===== src/rtl/bpsk_pkg.sv =====
// Shared definitions for the BPSK symbol mapper: FSM encoding, default word format
// and the saturating negation used to flip the carrier phase.
package bpsk_pkg;

    localparam int DEF_SYMBOL_WIDTH = 16;
    localparam int DEF_SYMBOL_FRAC  = 14;

    typedef enum logic {
        IDLE   = 1'b0,
        ACTIVE = 1'b1
    } state_e;

    // Negate a w-bit signed value held sign-extended in 64 bits; the most negative
    // code has no positive counterpart and clips to the largest positive code.
    function automatic logic signed [63:0] neg_sat(input logic signed [63:0] x, input int w);
        logic signed [63:0] lim;
        lim = 64'sd1 <<< (w - 1);
        if (x == -lim)
            return lim - 64'sd1;
        return -x;
    endfunction

endpackage


===== src/rtl/bpsk_bit_fifo.sv =====
// Small 1-bit-wide FIFO buffering the serial bit stream ahead of the mapper.
// No empty bypass: a pushed bit becomes visible on dout the cycle after the push.
module bpsk_bit_fifo #(
    parameter int DEPTH = 4
) (
    input  logic                       clk,
    input  logic                       rst_n,
    input  logic                       push,
    input  logic                       din,
    input  logic                       pop,
    output logic                       dout,
    output logic                       full,
    output logic                       empty,
    output logic [$clog2(DEPTH):0]     count
);
    localparam int AW = $clog2(DEPTH);
    localparam int CW = AW + 1;

    logic [DEPTH-1:0] mem_q, mem_d;
    logic [AW-1:0]    wr_ptr_q, wr_ptr_d;
    logic [AW-1:0]    rd_ptr_q, rd_ptr_d;
    logic [CW-1:0]    count_q, count_d;
    logic             push_ok, pop_ok;

    assign full    = (count_q == CW'(DEPTH));
    assign empty   = (count_q == '0);
    assign count   = count_q;
    assign dout    = mem_q[rd_ptr_q];
    assign push_ok = push && !full;
    assign pop_ok  = pop && !empty;

    always_comb begin
        mem_d    = mem_q;
        wr_ptr_d = wr_ptr_q;
        rd_ptr_d = rd_ptr_q;
        if (push_ok) begin
            mem_d[wr_ptr_q] = din;
            wr_ptr_d        = wr_ptr_q + AW'(1);
        end
        if (pop_ok)
            rd_ptr_d = rd_ptr_q + AW'(1);
        count_d = count_q + CW'(push_ok) - CW'(pop_ok);
    end

    always_ff @(posedge clk or negedge rst_n) begin
        if (!rst_n) begin
            mem_q    <= '0;
            wr_ptr_q <= '0;
            rd_ptr_q <= '0;
            count_q  <= '0;
        end else begin
            mem_q    <= mem_d;
            wr_ptr_q <= wr_ptr_d;
            rd_ptr_q <= rd_ptr_d;
            count_q  <= count_d;
        end
    end

endmodule


===== src/rtl/bpsk_symbol_mapper.sv =====
// BPSK mapper: holds each buffered bit for SPS carrier samples, +carrier for 0, -carrier for 1.
// Define BPSK_DIFF_ENCODE_EN to differentially encode bits as they leave the FIFO.
module bpsk_symbol_mapper
    import bpsk_pkg::*;
#(
    parameter int SYMBOL_WIDTH = DEF_SYMBOL_WIDTH,
    parameter int SYMBOL_FRAC  = DEF_SYMBOL_FRAC,
    parameter int SPS          = 6,
    parameter int FIFO_DEPTH   = 4
) (
    input  logic                           clk,
    input  logic                           rst_n,
    input  logic                           en,
    input  logic                           new_sample,
    input  logic signed [SYMBOL_WIDTH-1:0] carrier_i,
    input  logic                           bit_data,
    input  logic                           bit_valid,
    output logic                           bit_ready,
    output logic signed [SYMBOL_WIDTH-1:0] sample,
    output logic                           sample_valid,
    output logic                           busy,
    output logic                           underrun
);
    localparam int CNT_W = $clog2(SPS);
    localparam int FCW   = $clog2(FIFO_DEPTH) + 1;

    if (SPS < 2 || SYMBOL_FRAC >= SYMBOL_WIDTH) begin : g_cfg_check
        $error("bpsk_symbol_mapper: invalid SPS or SYMBOL_FRAC");
    end

    state_e                         state_q, state_d;
    logic [CNT_W-1:0]               cnt_q, cnt_d;
    logic                           cur_bit_q, cur_bit_d;
    logic signed [SYMBOL_WIDTH-1:0] sample_q, sample_d;
    logic                           sample_valid_q, sample_valid_d;
    logic                           underrun_q, underrun_d;
`ifdef BPSK_DIFF_ENCODE_EN
    logic                           diff_state_q, diff_state_d;
`endif

    logic           strobe, fifo_pop, fifo_push, fifo_dout, fifo_full, fifo_empty;
    logic [FCW-1:0] fifo_count;
    logic           next_bit;

    assign bit_ready = (fifo_count != FCW'(FIFO_DEPTH));
    assign fifo_push = bit_valid && !fifo_full;
    assign strobe    = new_sample && en;

    bpsk_bit_fifo #(.DEPTH(FIFO_DEPTH)) u_fifo (
        .clk   (clk),
        .rst_n (rst_n),
        .push  (fifo_push),
        .din   (bit_data),
        .pop   (fifo_pop),
        .dout  (fifo_dout),
        .full  (fifo_full),
        .empty (fifo_empty),
        .count (fifo_count)
    );

`ifdef BPSK_DIFF_ENCODE_EN
    assign next_bit = fifo_dout ^ diff_state_q;
`else
    assign next_bit = fifo_dout;
`endif

    always_comb begin
        state_d        = state_q;
        cnt_d          = cnt_q;
        cur_bit_d      = cur_bit_q;
        sample_d       = sample_q;
        sample_valid_d = 1'b0;
        underrun_d     = 1'b0;
        fifo_pop       = 1'b0;
`ifdef BPSK_DIFF_ENCODE_EN
        diff_state_d   = diff_state_q;
`endif
        if (strobe) begin
            sample_valid_d = 1'b1;
            if (state_q == IDLE) begin
                sample_d = '0;
                if (!fifo_empty) begin
                    fifo_pop = 1'b1;
                    cnt_d    = '0;
                    state_d  = ACTIVE;
                end
            end else begin
                sample_d = cur_bit_q ? SYMBOL_WIDTH'(neg_sat(64'(carrier_i), SYMBOL_WIDTH))
                                     : carrier_i;
                if (cnt_q == CNT_W'(SPS - 1)) begin
                    cnt_d = '0;
                    if (!fifo_empty) begin
                        fifo_pop = 1'b1;
                    end else begin
                        state_d    = IDLE;
                        underrun_d = 1'b1;
                    end
                end else begin
                    cnt_d = cnt_q + CNT_W'(1);
                end
            end
            // Every pop, from either state, loads the next symbol bit.
            if (fifo_pop) begin
                cur_bit_d = next_bit;
`ifdef BPSK_DIFF_ENCODE_EN
                diff_state_d = next_bit;
`endif
            end
        end
    end

    always_ff @(posedge clk or negedge rst_n) begin
        if (!rst_n) begin
            state_q        <= IDLE;
            cnt_q          <= '0;
            cur_bit_q      <= 1'b0;
            sample_q       <= '0;
            sample_valid_q <= 1'b0;
            underrun_q     <= 1'b0;
`ifdef BPSK_DIFF_ENCODE_EN
            diff_state_q   <= 1'b0;
`endif
        end else begin
            state_q        <= state_d;
            cnt_q          <= cnt_d;
            cur_bit_q      <= cur_bit_d;
            sample_q       <= sample_d;
            sample_valid_q <= sample_valid_d;
            underrun_q     <= underrun_d;
`ifdef BPSK_DIFF_ENCODE_EN
            diff_state_q   <= diff_state_d;
`endif
        end
    end

    assign sample       = sample_q;
    assign sample_valid = sample_valid_q;
    assign underrun     = underrun_q;
    assign busy         = (state_q == ACTIVE);

endmodule


===== config.mk =====
export PLATFORM = sky130hd
export DESIGN_NAME = bpsk_symbol_mapper
export DESIGN_NICKNAME = d
export VERILOG_FILES = /design/src/rtl/bpsk_pkg.sv /design/src/rtl/bpsk_bit_fifo.sv /design/src/rtl/bpsk_symbol_mapper.sv
export SDC_FILE = /design/constraint.sdc
export NUM_CORES = 1
export LEC_CHECK = 0
export BUFFER_PORTS_ARGS = -buffer_cell sky130_fd_sc_hd__buf_2
export CORE_MARGIN = 5
export CORE_UTILIZATION = 49
export CTS_BUF_LIST = sky130_fd_sc_hd__clkbuf_4
export DETAILED_ROUTE_END_ITERATION = 7
export PLACE_DENSITY_LB_ADDON = 0.15
export SETUP_SLACK_MARGIN = 0.2
export SLEW_MARGIN = 20
export SYNTH_ARGS = -nofsm -noshare
export SYNTH_HDL_FRONTEND = slang
export SYNTH_SLANG_ARGS = --single-unit

===== constraint.sdc =====
create_clock -name clk -period 2.1 [get_ports clk]
set_input_delay 0.105 -clock clk [delete_from_list [all_inputs] [get_ports clk]]
set_output_delay 0.105 -clock clk [all_outputs]
set_load 0.03 [all_outputs]

Word level (Yosys, flattened, before mapping)
Cells that the tools add are included.

Add/subtract/negate cells: 6. Magnitude comparators: 3. Equal/unequal tests: 5. Muxes and demuxes: 27. Reduce and logical (&&, ||, !) cells: 10.

Operator list (number): $mux W16 (4); $mux W1 (17); $eq A16 B16 Y1 const B (1); $neg A16 Y16 (1); $mux W3 (3); $eq A3 B3 Y1 const B (2); $lt A2 B3 Y1 const B (2); $logic_and A1 B1 Y1 (5); $add A2 B1 Y2 const B (2); $bwmux W4 (1); $reduce_and A2 Y1 (2); $add A3 B1 Y3 (1); $add A3 B1 Y3 const B (1); $logic_not A3 Y1 (1); $ne A3 B3 Y1 const B (1); $sub A3 B1 Y3 (1); $bmux W1 S2 (1); $demux W1 S2 (1); $ge A2 B1 Y1 const B (1); $logic_not A1 Y1 (2); $ne A2 B2 Y1 const B (1).

Bits in registers: 34. Input port bits: 22.

Logic depth before layout (Yosys ltp)
Gate-level depths: netlist of run 1.

Depth after elaboration: 8. Mapped depth: 10.

Hierarchy
Synthesis of run 1 repeated with hierarchy kept, for this count alone.

Cells, all modules: 222. Area, all modules: 2149.6 µm².

Modules (own cells, without submodules): bpsk_symbol_mapper (instances 1, cells an instance 160, area each 1387.6 µm², seq. area each 575.6 µm²); bpsk_bit_fifo (instances 1, cells an instance 62, area each 762.0 µm², seq. area each 275.3 µm²).

Worst setup path before layout of run 1
No wires, ideal clock.

Path kind: register to register. From: reg u_fifo.count_q[2], in the netlist u_fifo.count[2]. To: reg u_fifo.count_q[2], in the netlist u_fifo.count[2]. Setup time: 123 ps. Arrival time: 2084 ps. Data required time: 1977 ps. Slack: -106 ps. Cell stages (with the launch flop): 10. Buffers on the path: 0. Clock period less this slack: 2206 ps. Path through: dfrtp_1 or3_1 nand2_1 a21oi_1 ha_1 inv_1 ha_1 fa_1 xor2_1 xnor2_1.

Longest elaborated chain between the ends: 8.

Ends and longest elaborated chain: from (decl) (line bpsk_bit_fifo.sv:22) `logic [CW-1:0] count_q, count_d;`; from (signal assigned) (line bpsk_bit_fifo.sv:55) `count_q <= count_d;`; $logic_not A3 Y1 * (line bpsk_bit_fifo.sv:26) `assign empty = (count_q == '0);`; $mux W1 (line bpsk_symbol_mapper.sv:82, bpsk_symbol_mapper.sv:92); $mux W1 (line bpsk_symbol_mapper.sv:90) `if (cnt_q == CNT_W'(SPS - 1)) begin`; $mux W1 (line bpsk_symbol_mapper.sv:80) `if (state_q == IDLE) begin`; $mux W1 (2 in a row) (line bpsk_symbol_mapper.sv:78) `if (strobe) begin`; $logic_and A1 B1 Y1 * (line bpsk_bit_fifo.sv:30) `assign pop_ok = pop && !empty;`; named net u_fifo.pop_ok (line bpsk_bit_fifo.sv:23) `logic push_ok, pop_ok;`; $sub A3 B1 Y3 * (line bpsk_bit_fifo.sv:42) `count_d = count_q + CW'(push_ok) - CW'(pop_ok);`; named net u_fifo.count_d[2] (line bpsk_bit_fifo.sv:22).

Mark *: on every way through the listed nets, which the timed path passes. The rest lies on a longest branch. The select of a mux whose other input is x is not followed. A chain may end at the register's enable or synchronous reset.

Final worst setup path of run 1
From: reg u_fifo.count_q[0], in the netlist u_fifo.count[0]. To: reg u_fifo.count_q[2], in the netlist u_fifo.count[2].

The elaborated chain is that of the path after synthesis.

==> results.yml, run 1 <==
sta:
  fmax_mhz: 469
  worst_slew_margin_rel_pct: 50.3
  finalCritPeriodShare_pct: 102
  worstMarginPinSlew_ns: 0.745
  finalClockSkew_ns: 0.0176
  finalMaxSlewViolations: 0
  fin_ws_ns: -0.0343
  setup_viol: 1
  period_needed_ns: 2.13
  rsz0062_at_grt: "true"
  hold_viol: 0
  holdWs_ns: 0.0333
power_and_ir_drop:
  peakVddDrop_uv: 554
  p_per_area_nw_per_um2: 1250
  leakage_uw: 0.00109
yosys:
  synth_nets: 225
  synth_seq_cells: 34
  synth_top_area_share_pct: 45.5
  synthCells: 195
  ys_seq_area_share_pct: 45.5
  syn_area_um2: 1870
  yosysWarnings: 0
  yosysUniqueCellTypes: 39
  syn_area_per_cell_um2: 9.58
  synth_top_cell_by_area: "dfrtp_1"
  synthTopCellsByArea: "dfrtp_1, o21ai_0, nand2_1"
place:
  io_buffers: 41
  dp_hpwl_um: 2940
  place_inst: 287
  gp_congestion: 0.752
global_routing:
  busiest_layer: "met2"
  antenna_found_initial: 0
  grt_max_degree: 35
  grt_usage_pct: 17.3
  grt_pass1_vias: 1588
  grt_util_met1_pct: 23.0
  met3_usage_pct: 4.63
  grt_pass1_wl_um: 7000
  gr-usage-met2_pct: 27.3
  gr-total-overflow: 0
finish:
  area_growth_pct: 24.2
  utilization_pct: 62.9
  seq_area_um2: 851
  drive_gt1_share_pct: 32.9
  nFillCells: 337
  final_nets: 281
  n_antenna_cell: 0
  instances_no_fill: 300
  multi_input_area_um2: 960
hold_path:
  worstHoldStart: "bit_data"
  hp-class: "in2reg"
  holdPathStages: 2
  holdPathEnd: "u_fifo.mem_q[0]$_DFFE_PN0P_"
run_status:
  status: "finished with violations"
  violations: "negative setup slack"
detailed_routing:
  via_count: 1554
  drc: 0
  drt-total-wl_um: 3950
  dr.first_iter.drc_count: 84
  drtAntennaViolNets: 0
  firstDrtPassIters: 4
  vias_per_cell: 5.18
  post_drt_wl_per_cell_um: 13.2
floorplanning:
  core_area_um2: 3690
  dieWidth_um: 71.7
  dieArea_um2: 5150
  dieHeight_um: 71.7
  initial_utilization_pct: 50.6
  num_io_pins: 42
  num_rows: 22
critical_path:
  worstSetupPathType: "reg2reg"
  worstPathArrival_ns: 2.38
  required_ns: 2.35
  end_kind: "flop"
  r2r_end: "u_fifo.count[2]$_DFF_PN0_"
  reg2reg_slack_ns: -0.03
  reg2regPathDepth: 9
  start_kind: "flop"
  r2r_start: "u_fifo.count[0]$_DFF_PN0_"
  cp_max_fo: 2
clock_network:
  clock_latency_ns: 0.34
  numCtsBuffers: 5
  cts.sinks: 34
  clockRootBuffer: "clkbuf_4"
  path_clk_slew_ns: 0.12
  cts_tree: "yes"
  clock_path_buffers: 2
  htreeDepth: 2
job:
  max_cap_viol_count: 0
Yosys cell counts (all sizes together):
master,number
dfrtp,34
nand2,31
o21ai,25
nor2,13
xnor2,12
inv,11
clkbuf,8
ha,7
o31ai,7
mux2,5
buf,3
mux2i,3
nand3,3
nor3,3
o41ai,3
or3,3
or4,3
xor2,3
a22o,2
a2111oi,1
a211oi,1
a21oi,1
a311o,1
a31o,1
and2,1
clkinv,1
fa,1
mux4,1
nand2b,1
nor4bb,1
o211a,1
o211ai,1
o22ai,1
or2,1
or4b,1
sequential cells by signal, indices dropped and copies added (netlist names):
signal,count
sample,16
u_fifo.mem_q,4
cnt_q,3
u_fifo.count,3
u_fifo.rd_ptr_q,2
u_fifo.wr_ptr_q,2
busy,1
cur_bit_q,1
sample_valid,1
underrun,1
worst max-delay path, cell delays in order (launching register included):
cell	delay (ns)
dfrtp_1	0.39
or3_4	0.40
nand2_4	0.07
a21oi_2	0.04
ha_1	0.27
inv_1	0.04
ha_2	0.17
fa_2	0.37
xor2_2	0.16
xnor2_1	0.12
worst max-delay path by stage:
stage | slack [ns] | to | start | cells past startpoint
after floorplan | 0.0002 | u_fifo.count[2]$_DFF_PN0_ | u_fifo.count[1]$_DFF_PN0_ | 9
after global placement | 0.03 | u_fifo.count[2]$_DFF_PN0_ | u_fifo.count[0]$_DFF_PN0_ | 9
after detailed placement | -0.02 | u_fifo.count[2]$_DFF_PN0_ | u_fifo.count[0]$_DFF_PN0_ | 9
after CTS | 0.002 | u_fifo.count[2]$_DFF_PN0_ | u_fifo.count[0]$_DFF_PN0_ | 9
after global routing | -0.12 | u_fifo.count[2]$_DFF_PN0_ | u_fifo.count[0]$_DFF_PN0_ | 9
final | -0.03 | u_fifo.count[2]$_DFF_PN0_ | u_fifo.count[0]$_DFF_PN0_ | 9
logic make-up after synthesis:
group	count (synthesis)	share of synthesized area, %
simple gates	61	14.9
fa+ha+maj	8	5.76
flops	34	45.5
compound gates	45	16.0
mux	9	5.83
xor+xnor	15	7.03
buf+inv	23	4.89
report_power, final:
group,switching (uW),internal [uW]
Combinational,834,628
Clock,227,124
Sequential,155,927
Total,1220,1680
metal layers:
metal / share of wire [%] / wire length [um]
met5: 0 / 0
met1: 46 / 1810
met3: 5.8 / 230
met2: 47 / 1860
met4: 1.3 / 51
timing repair:
item / CTS / global route
setup endpoints to repair: 2 / 2
hold endpoints to repair: 34 / 0
hold buffers: 1 / 0
gates resized for setup: 2 / 2
setup buffers: 4 / 0
through the flow:
stage / total power (uW) / setup TNS, ns / worst slack [ns] / cell area, um2
finish: 2900 / -0.0343 / -0.0343 / 2320
global route: 3170 / -0.118 / -0.118 / 2320
CTS: 2920 / 0 / 0.00170 / 2310
detailed placement: 2500 / -0.0157 / -0.0157 / 2210
global placement: 2470 / 0 / 0.0336 / 2210
floorplan: 2080 / 0 / 0.000236 / 1880
area by class of cell:
| cell class | count | area share [%] |
|---|---|---|
| inverter | 12 | 1.94 |
| timing repair buffer | 60 | 15.1 |
| tap | 48 | 2.59 |
| clock buffer | 5 | 1.62 |
| clock inverter | 3 | 0.701 |
| sequential | 34 | 36.7 |
| multi-input combinational | 138 | 41.4 |
placed cells by master (no fill, tap or decap), types with 2 or more instances in the layout:
| master | instances |
|---|---|
| nor2_1 | 13 |
| mux2i_1 | 3 |
| buf_2 | 41 |
| buf_4 | 18 |
| clkinv_1 | 2 |
| mux2_2 | 5 |
| a22o_1 | 2 |
| nand3_1 | 2 |
| xnor2_1 | 12 |
| ha_1 | 6 |
| nor3_1 | 3 |
| xor2_1 | 2 |
| inv_1 | 11 |
| o21ai_0 | 25 |
| dfrtp_1 | 34 |
| or4_1 | 2 |
| o31ai_1 | 6 |
| nand2_1 | 30 |
| o41ai_1 | 3 |
| or3_1 | 2 |
| clkbuf_4 | 5 |
No activity file was read; power rests on OpenSTA's default activity.
==> run 2: changes to the inputs <==
Settings changed: SYNTH_HIERARCHICAL from default to 1.
==> results.yml, run 2 <==
finish:
  n_antenna_cell: 0
  drive_gt1_share_pct: 33.2
  layout_commonest_cell: "buf_2"
  area_growth_pct: 22.4
  final_cell_area_um2: 2630
  final_nets: 313
  largest_reg_flops: 16
  final_cell_mix: "buf_2, nand2_1, dfrtp_1, buf_4, o21ai_0"
  instances_no_fill: 335
yosys:
  netlist_top_cells_count: "dfrtp_1, nand2_1, o21ai_0, inv_1, xnor2_1"
  syn_area_per_cell_um2: 9.68
  synthFlopType: "dfrtp_1"
  synth_nets: 252
  synthCells: 222
  synth.most_common_cell: "dfrtp_1"
  synth_top_area_share_pct: 39.6
  synth_edf_count: 0
  yosysUniqueCellTypes: 45
  synth_top_cell_by_area: "dfrtp_1"
  ys_seq_area_share_pct: 39.6
  async_flop_share_pct: 100
  yosysWarnings: 6
  syn_area_um2: 2150
  synthTopCellsByArea: "dfrtp_1, nand2_1, xnor2_1"
  synth_seq_cells: 34
floorplanning:
  initial_utilization_pct: 50.1
  num_io_pins: 42
  dieHeight_um: 76.2
  dieWidth_um: 76.2
  dieArea_um2: 5810
  core_area_um2: 4290
  num_rows: 24
critical_path:
  worstPathCellList: "inv_2, nand3_4, a211oi_4, o31ai_4, inv_1, ha_1, inv_1, ha_2, inv_2, fa_2, xnor2_2, xnor2_1"
  r2r_start: "cnt_q[1]$_DFFE_PN0P_"
  cp_top_family: "adder cells"
  reg2reg_slack_ns: -0.11
  start_kind: "flop"
  critPathBufInv: 4
  end_kind: "flop"
  worstSetupPathType: "reg2reg"
  required_ns: 2.31
  worstPathArrival_ns: 2.42
  cp_max_fo: 2
  cpPeakStageDelay_ns: 0.40
  r2r_end: "u_fifo/count[2]$_DFF_PN0_"
  reg2regPathDepth: 12
  cpMaxStageDelayCell: "dfrtp_1"
hold_path:
  holdPathStages: 2
  hp-class: "in2reg"
  worstHoldStart: "carrier_i[15]"
  holdPathEnd: "sample[15]$_DFFE_PN0P_"
clock_network:
  numCtsBuffers: 5
  cts_tree: "yes"
  cts.sinks: 34
  path_clk_slew_ns: 0.11
  clock_latency_ns: 0.33
  clock_path_buffers: 2
  htreeDepth: 2
  clockRootBuffer: "clkbuf_4"
global_routing:
  gr-total-overflow: 0
  grt_pass1_wl_um: 8410
  antenna_found_initial: 0
  grt_usage_pct: 17.3
  grt_pass1_vias: 1788
  grt_max_degree: 35
sta:
  finalCritPeriodShare_pct: 105
  finalMaxSlewViolations: 0
  rsz0062_at_grt: "true"
  hold_viol: 0
  finalClockSkew_ns: 0.0139
  setup_viol: 2
  fmax_mhz: 453
  fin_ws_ns: -0.105
  fin_setup_tns_ns: -0.117
  worst_slew_margin_rel_pct: 49.7
  period_needed_ns: 2.21
  worstMarginPinSlew_ns: 0.755
detailed_routing:
  via_count: 1818
  drtAntennaViolNets: 0
  drt-total-wl_um: 4770
  drc: 0
  dr.first_iter.drc_count: 88
  firstDrtPassIters: 4
  post_drt_wl_per_cell_um: 14.2
  vias_per_cell: 5.43
place:
  dpl-instance-area_um2: 2530
  gp_congestion: 0.782
  dp_hpwl_um: 3550
  place_inst: 325
  io_buffers: 41
power_and_ir_drop:
  p_per_area_nw_per_um2: 1270
  leakage_uw: 0.00119
  peakVddDrop_uv: 704
  power_uw: 3340
run_status:
  violations: "negative setup slack"
  status: "finished with violations"
job:
  max_cap_viol_count: 0
-- run 2: changes by cell type in the layout (fill, tap and decap cells not counted), sizes merged, moves of 3 or more --
cell	change
nor2	-7
nand4bb	+6
o21ai	-4
nand3	+6
buf	+6
o311ai	+3
o211ai	+6
xor2	-3
o41ai	+3
nand2b	+6
nor2b	+3
a21bo	+4
mux2	-3
-- run 2: kinds of logic (layout without fill, tap and decap cells) --
kind of cell               after synthesis  after routing  share of synthesized area, %
AOI/OAI and AO/OA                       58             58                          21.0
xor gates and xnor gates                12             12                          4.89
adders and majority gates                8              8                          5.01
buffers and inverters                   25             86                          5.70
DFF                                     34             34                          39.6
muxes                                    4              4                          2.74
and+or+nand+nor                         81             81                          21.1
-- run 2: cell type report --
cell class / count / area [um2]
Clock buffer: 6 / 45.0
Clock inverter: 1 / 3.75
Fill cell: 404 / 1660
Inverter: 13 / 48.8
Multi-Input combinational cell: 163 / 1220
Sequential cell: 34 / 852
Tap cell: 52 / 65.1
Timing Repair Buffer: 66 / 395
-- run 2: metrics by stage --
stage               setup WS, ns  hold slack, ns  util, %
detailed placement        -0.137           0.230     59.0
finish                    -0.105          0.0317     61.3
global placement          -0.117           0.218     59.0
floorplan                 -0.213          -0.191        -
CTS                       -0.115          0.0145     61.0
global route              -0.223          0.0341     61.3
-- run 2: layer usage --
| layer | routed length (um) | up-vias | share of wire [%] | global-route usage (%) |
|---|---|---|---|---|
| met1 | 2110 | 851 | 44 | 22.7 |
| met4 | 83 | 0 | 1.7 | 5.77 |
| li1 | - | 918 | - | - |
| met3 | 229 | 8 | 4.8 | 4.37 |
| met2 | 2350 | 41 | 49 | 28.0 |
| met5 | 0 | - | 0 | 0 |
-- run 2: worst max-delay path by stage --
stage / start / end / slack [ns] / depth (start not counted)
global placement: cnt_q[1]$_DFFE_PN0P_ / u_fifo/count[2]$_DFF_PN0_ / -0.12 / 12
CTS: cnt_q[1]$_DFFE_PN0P_ / u_fifo/count[2]$_DFF_PN0_ / -0.12 / 12
global route: cnt_q[1]$_DFFE_PN0P_ / u_fifo/count[2]$_DFF_PN0_ / -0.22 / 12
finish: cnt_q[1]$_DFFE_PN0P_ / u_fifo/count[2]$_DFF_PN0_ / -0.11 / 12
floorplan: busy$_DFFE_PN0P_ / u_fifo/count[2]$_DFF_PN0_ / -0.21 / 11
detailed placement: cnt_q[1]$_DFFE_PN0P_ / u_fifo/count[2]$_DFF_PN0_ / -0.14 / 12
-- run 2: what timing repair did --
item	in CTS	in global routing
pin swaps	2	2
setup endpoints to repair	2	2
gates resized for setup	4	2
setup buffers	1	1
hold endpoints to repair	34	0
hold buffers	1	0
-- run 2: power by group --
| group | switching [uW] | internal [uW] | total, uW |
|---|---|---|---|
| Combinational | 1030 | 853 | 1880 |
| Clock | 210 | 135 | 345 |
| Sequential | 193 | 921 | 1110 |
| Total | 1430 | 1910 | 3340 |
==> run 3: changes to the inputs <==
Settings changed: CELL_PAD_IN_SITES_DETAIL_PLACEMENT from default to 0, CELL_PAD_IN_SITES_GLOBAL_PLACEMENT from default to 2, CORE_UTILIZATION 49 to 32.
==> results.yml, run 3 (same netlist as run 2, synthesis figures left out) <==
finish:
  instances_no_fill: 360
  drive_gt1_share_pct: 32.9
  n_antenna_cell: 0
  final_nets: 312
  final_cell_mix: "buf_2, nand2_1, dfrtp_1, buf_4, o21ai_0"
  utilization_pct: 41.6
  nFillCells: 660
  layout_commonest_cell: "buf_2"
  area_growth_pct: 25.0
  final_cell_area_um2: 2690
  largest_reg_flops: 16
clock_network:
  clock_latency_ns: 0.34
  cts.sinks: 34
  path_clk_slew_ns: 0.12
  clockRootBuffer: "clkbuf_4"
  cts_tree: "yes"
  numCtsBuffers: 5
  clock_path_buffers: 2
  htreeDepth: 2
power_and_ir_drop:
  peakVddDrop_uv: 508
  p_per_area_nw_per_um2: 1300
  leakage_uw: 0.00120
sta:
  finalClockSkew_ns: 0.00931
  finalCritPeriodShare_pct: 105
  worst_slew_margin_rel_pct: 61.6
  hold_viol: 0
  period_needed_ns: 2.20
  finalMaxSlewViolations: 0
  worstMarginPinSlew_ns: 0.575
  rsz0062_at_grt: "true"
  setup_viol: 2
  fmax_mhz: 455
  fin_setup_tns_ns: -0.101
  fin_ws_ns: -0.0976
global_routing:
  busiest_layer: "met1"
  gr-total-overflow: 0
  grt_pass1_wl_um: 9040
  antenna_found_initial: 0
  met3_usage_pct: 3.52
  grt_util_met1_pct: 20.1
  grt_usage_pct: 13.4
  grt_pass1_vias: 1765
  grt_max_degree: 30
  gr-usage-met2_pct: 19.2
detailed_routing:
  post_drt_wl_per_cell_um: 15.1
  drt-total-wl_um: 5430
  via_count: 1838
  vias_per_cell: 5.11
  drc: 0
  firstDrtPassIters: 4
  drtAntennaViolNets: 0
  dr.first_iter.drc_count: 65
floorplanning:
  dieWidth_um: 92.0
  num_io_pins: 42
  num_rows: 29
  core_area_um2: 6460
  dieArea_um2: 8460
  initial_utilization_pct: 33.3
  dieHeight_um: 92.0
critical_path:
  reg2reg_slack_ns: -0.1
  r2r_end: "u_fifo/count[2]$_DFF_PN0_"
  required_ns: 2.33
  worstPathArrival_ns: 2.43
  worstSetupPathType: "reg2reg"
  r2r_start: "cnt_q[1]$_DFFE_PN0P_"
  cp_max_fo: 2
  end_kind: "flop"
  start_kind: "flop"
  reg2regPathDepth: 12
place:
  place_inst: 350
  dp_hpwl_um: 4120
  gp_congestion: 0.753
  dpl-instance-area_um2: 2570
  io_buffers: 41
hold_path:
  holdPathEnd: "sample[15]$_DFFE_PN0P_"
  holdPathStages: 2
  worstHoldStart: "carrier_i[15]"
  hp-class: "in2reg"
run_status:
  status: "finished with violations"
  violations: "negative setup slack"
job:
  max_cap_viol_count: 0
==> run 3: cell count changes in the layout (fill, tap and decap cells not counted), sizes merged <==
cell | before | now
buf | 65 | 64
bufinv | 0 | 1
clkbuf | 6 | 7
clkinv | 1 | 0
==> run 3: repair_timing <==
item | CTS | global route
hold buffers | 1 | 0
pin swaps | 1 | 1
setup endpoints to repair | 2 | 2
gates resized for setup | 4 | 0
endpoints found under the hold margin | 23 | 0
setup buffers | 1 | 0
==> run 3: worst max-delay path by stage <==
| stage | startpoint | to | cells past startpoint |
|---|---|---|---|
| after floorplan | busy$_DFFE_PN0P_ | u_fifo/count[2]$_DFF_PN0_ | 11 |
| after global placement | cnt_q[1]$_DFFE_PN0P_ | u_fifo/count[2]$_DFF_PN0_ | 12 |
| after detailed placement | cnt_q[1]$_DFFE_PN0P_ | u_fifo/count[2]$_DFF_PN0_ | 12 |
| after CTS | cnt_q[1]$_DFFE_PN0P_ | u_fifo/count[2]$_DFF_PN0_ | 12 |
| after global routing | cnt_q[1]$_DFFE_PN0P_ | u_fifo/count[2]$_DFF_PN0_ | 12 |
| final | cnt_q[1]$_DFFE_PN0P_ | u_fifo/count[2]$_DFF_PN0_ | 12 |
==> run 3: final cells by class <==
class                   count  area [um2]  share of cell area (%)
clock inverters             1        30.0                    1.12
clock buffers               7        52.6                    1.96
multi-input cells         163        1220                    45.4
inverters                  13        48.8                    1.82
repair buffers             65         388                    14.4
well taps                  77        96.3                    3.59
flip-flops and latches     34         852                    31.7
==> run 3: worst max-delay path, cell delays in order, from the launching register on <==
cell	delay, ns
dfrtp_1	0.40
inv_2	0.08
nand3_4	0.09
a211oi_4	0.27
o31ai_4	0.11
inv_1	0.07
ha_1	0.22
inv_1	0.05
ha_1	0.12
inv_1	0.05
fa_2	0.35
xnor2_2	0.15
xnor2_1	0.12
==> run 3: stage by stage <==
stage / worst slack [ns] / hold slack [ns] / total power, uW
after floorplan: -0.213 / -0.191 / 2430
after global placement: -0.0878 / 0.144 / 2940
after detailed placement: -0.145 / 0.138 / 2950
after CTS: -0.135 / 0.0709 / 3530
after global routing: -0.216 / 0.0640 / 3760
final: -0.0976 / 0.0784 / 3490
==> run 3: metal layers <==
layer	vias to the layer above	wire [um]
met5	-	0
met4	0	36
met3	5	271
met2	45	2300
met1	870	2820
li1	918	-
==> run 3: power breakdown <==
group	internal [uW]	switching [uW]	leakage (uW)	total (uW)
sequential	920	251	0.000408	1170
clock	279	237	0.0000463	516
combinational	811	988	0.000750	1800
total	2010	1480	0.00120	3490
